===== config.mk =====
export PLATFORM = sky130hd
export DESIGN_NAME = fft_stage_ctrl
export DESIGN_NICKNAME = d
export VERILOG_FILES = /design/src/rtl/fft_stage_ctrl.sv
export SDC_FILE = /design/constraint.sdc
export NUM_CORES = 1
export LEC_CHECK = 0
export CORE_AREA = 5 5 42 44
export DETAILED_ROUTE_END_ITERATION = 10
export DIE_AREA = 0 0 47 49
export DONT_BUFFER_PORTS = 1
export PLACE_DENSITY = 0.72
export RECOVER_POWER = 25
export SLEW_MARGIN = 20
export SYNTH_ARGS = -nofsm -noshare
export SYNTH_HDL_FRONTEND = slang
export SYNTH_SLANG_ARGS = --single-unit

===== constraint.sdc =====
create_clock -name clk -period 2.7 [get_ports clk]
set_input_delay 0.54 -clock clk [delete_from_list [all_inputs] [get_ports clk]]
set_output_delay 0.54 -clock clk [all_outputs]
set_load 0.01 [all_outputs]

===== src/rtl/fft_stage_ctrl.sv =====
// fft_stage_ctrl: FILL/BFLY/DRAIN sequencer for one radix-2 SDF stage around bfly and its delay line.
// Ports: clk, rstn (sync, active-low); din_valid/din_ready upstream handshake; sr_shift/sr_sel delay-line
// control; bfly_en/tw_addr butterfly enable and twiddle quarter; out_sel/dout_valid/sof/eof stage output;
// busy (not IDLE); err sticky underrun flag.
// Optional: define FFT_STAGE_CTRL_UNDERRUN_EN to abort a frame on a missing input beat during BFLY.
module fft_stage_ctrl #(
  parameter int DEPTH = 512,
  localparam int CW = $clog2(DEPTH)
) (
  input  logic       clk,
  input  logic       rstn,
  input  logic       din_valid,
  output logic       din_ready,
  output logic       sr_shift,
  output logic       sr_sel,
  output logic       bfly_en,
  output logic [1:0] tw_addr,
  output logic       out_sel,
  output logic       dout_valid,
  output logic       sof,
  output logic       eof,
  output logic       busy,
  output logic       err
);
  typedef enum logic [1:0] {IDLE, FILL, BFLY, DRAIN} state_t;
  state_t state;
  logic [CW-1:0] cnt;
  logic last, under, bfly_on, fill_in;
  assign last = cnt == CW'(DEPTH - 1);
`ifdef FFT_STAGE_CTRL_UNDERRUN_EN
  assign under = state == BFLY && !din_valid;
  always_ff @(posedge clk)
    if (!rstn) err <= 1'b0;
    else if (under) err <= 1'b1;
`else
  assign under = 1'b0;
  assign err = 1'b0;
`endif
  // cnt wraps to 0 by itself at DEPTH-1 because DEPTH is a power of two
  always_ff @(posedge clk)
    if (!rstn) begin
      state <= IDLE;
      cnt <= '0;
    end else begin
      case (state)
        IDLE: if (din_valid) begin
          state <= FILL;
          cnt <= CW'(1);
        end
        FILL: if (din_valid) begin
          cnt <= cnt + CW'(1);
          if (last) state <= BFLY;
        end
        BFLY: if (under) begin
          state <= IDLE;
          cnt <= '0;
        end else begin
          cnt <= cnt + CW'(1);
          if (last) state <= DRAIN;
        end
        default: begin
          cnt <= cnt + CW'(1);
          if (last) state <= IDLE;
        end
      endcase
    end
  assign fill_in = state == IDLE || state == FILL;
  assign bfly_on = state == BFLY && !under;
  assign din_ready = state != DRAIN;
  assign sr_shift = fill_in ? din_valid : (bfly_on || state == DRAIN);
  assign sr_sel = state == BFLY;
  assign bfly_en = bfly_on;
  assign tw_addr = state == BFLY ? cnt[CW-1:CW-2] : 2'd0;
  assign out_sel = state == DRAIN;
  assign dout_valid = bfly_on || state == DRAIN;
  assign sof = bfly_on && cnt == '0;
  assign eof = state == DRAIN && last;
  assign busy = state != IDLE;
endmodule


==> flow_summary.yaml <==
setup_path:
  worstPathRequired_ns: 2.16
  cpPeakStageDelay_ns: 0.38
  path_class: "reg -> out"
  path_cells: "inv_1, ha_1, or2_2, o31a_1"
  arrival_ns: 1.73
  start_kind: "flip-flop"
  critPathTopFamily: "flip-flops"
  slowest_stage: "dfxtp_1"
  end_kind: "output port"
  cp_num_buf_inv: 1
  cp_max_fo: 8
logic_synthesis:
  synthCells: 88
  syn_area_per_cell_sq_um: 8.16
  syn-num-nets: 98
  ys_seq_elements: 11
  synth.distinct_cells: 27
  syn-cell-area_sq_um: 718
  yosys_warnings: 0
  synth_seq_area_share: 0.307
routing:
  wirelength_um: 1480
  routed-via-count: 622
  drc: 0
  wl_met3_um: 123
  met1_length_um: 601
  drt_iter0_drc: 15
  detail_route.wl_per_cell_um: 14.2
  top_layer: "met4"
  detail-route-antenna-nets: 0
  wl_met2_um: 724
  viasPerCell: 5.98
  dr.pass1.iters: 4
die:
  coreArea_sq_mm: 0.00140
  ios: 15
  row_count: 14
  initial_core_util: 0.513
  die_y_um: 49
  dieArea_sq_mm: 0.00230
  fp.dieW_um: 47
cells_and_area:
  fin_cells: 104
  nets: 99
  antenna_cells: 0
  final_common_cell: "dfxtp_1"
  stdcell_area_sq_um: 727
  final_cell_mix: "dfxtp_1, nand2_1, inv_1"
  area_growth_pct: 1.22
  drive_gt1_frac: 0.0455
timing:
  rsz0062_at_grt: "no"
  worst_slew_pin_slew_ns: 0.614
  hold_violations: 0
  slew_viol_final: 0
  fin_crit_sh: 0.840
  finalSetupViolCount: 0
  setup-tns-final_ns: 0
  period_needed_ns: 2.27
  fmax_mhz: 441
  maxSlewHeadroom: 0.587
  skew_ns: 0.00849
global_routing:
  grt_antenna_before_repair: 0
  grt_overflow: 0
  grt_pass1_wl_um: 2560
  grt_pass1_vias: 590
  globalRouteTotalUtil: 0.151
  grt_max_degree: 14
placed_design:
  placedCellCount: 100
  place.port_buffers: 0
  place_area_sq_um: 701
  dp_hpwl_um: 1130
  gp_congestion: 0.873
min_path:
  min_path_type: "in -> reg"
clock_network:
  htree_levels: 1
  cts_root_buffer: "clkbuf_4"
  clock-sinks: 11
  numCtsBuffers: 3
  clk_pin_slew_ns: 0.06
  cts_tree: "yes"
  cts_resized: 0
  cts_buffer_depth: 2
  cts_setup_buffers: 0
  clock_latency_ns: 0.27
  hold_buffers: 0
pwr:
  power_w: 0.000514
  p_clk_frac: 0.213
  p_int_w: 0.000306
  p_switching_w: 0.000208
  pwr-share-comb: 0.403
  switching_share: 0.404
  power.static_leakage_nw: 0.284
  power_density_mw_per_mm2: 707
  power.share.sequential: 0.384
  vdd_drop_max_uv: 343
outcome:
  status: "finished, final reports clean"
flow_run:
  maxCapViolCount: 0
==> power by group through the flow <==
stage	clock network [W]	logic, W	registers (W)
3_5_place_dp	0	0.000209	0.000201
3_3_place_gp	0	0.000207	0.000199
5_1_grt	0.000123	0.000235	0.000201
2_1_floorplan	0	0.000205	0.000197
4_1_cts	0.000113	0.000210	0.000197
6_report	0.000110	0.000207	0.000197
==> worst reg2reg max path: stages (launching register included) <==
cell and delay [ns]:
dfxtp_1 0.38, inv_1 0.08, ha_1 0.31, o21ba_1 0.36, or4_1 0.51, a21oi_1 0.15
==> Yosys cell counts <==
library cell   n  area (sq um)
inv_1          8          30.0
dfxtp_1       11           220
mux2i_1        3          30.0
o21ai_0        3          15.0
o31a_1         1          8.76
o21ba_1        1          10.0
buf_6          2          22.5
and2_1         3          18.8
nor2_1         3          11.3
or3_1          2          12.5
nand4_1        2          12.5
or2_2          1          6.26
a21oi_1        7          35.0
nor3b_1        1          7.51
nand2_1       10          37.5
o31ai_1        3          22.5
nor4bb_1       1          10.0
a211oi_1       2          15.0
a21boi_0       1          7.51
buf_4          2          15.0
nor4_1         2          12.5
o21bai_1       1          7.51
conb_1         1          3.75
nand2b_1       1          6.26
nand3_1        6          30.0
or4_1          3          22.5
ha_1           7          87.6
==> routing by layer <==
metal | track usage | up-vias
met5 | 0 | -
met4 | 0.0553 | 0
met3 | 0.0886 | 4
met2 | 0.233 | 16
met1 | 0.166 | 292
li1 | - | 310
==> kinds of logic (layout without fill, tap and decap cells) <==
kind of cell    count (synthesis)  after routing  synth area share
simple gates                   35             35             0.261
compound gates                 19             19             0.169
buf+inv                        12             12            0.0941
flops                          11             11             0.307
fa+ha+maj                       7              7             0.122
mux                             3              3            0.0418
other cells                     1              1           0.00522
==> path summary, 6_finish.rpt <==
kind | start | end | slack, ns | depth (start not counted)
worst max-delay path | state[0] | sr_shift | 0.43 | 4
worst max register to register | state[0] | cnt[7] | 0.87 | 5
worst min register to register | cnt[1] | cnt[1] | 0.50 | 2
worst min-delay path | rstn | state[1] | 0.43 | 2
==> cell type report <==
cell class | instances | area [sq um]
fillers | 148 | 674
multi-input cells | 65 | 430
flip-flops and latches | 11 | 220
inverters | 8 | 30.0
clock buffers | 4 | 26.3
well taps | 16 | 20.0
==> registers in the layout, indices dropped and copies added, names as in the netlist <==
name	cells
cnt	9
state	2
==> stage by stage <==
| step | util | setup slack (ns) | hold WS (ns) |
|---|---|---|---|
| global placement | 0.500 | 0.734 | 0.476 |
| finish | 0.519 | 0.431 | 0.426 |
| global route | 0.519 | 0.323 | 0.431 |
| CTS | 0.519 | 0.408 | 0.421 |
| detailed placement | 0.500 | 0.697 | 0.490 |
| floorplan | - | 0.847 | 0.456 |
(Power assumes the default switching activity.)
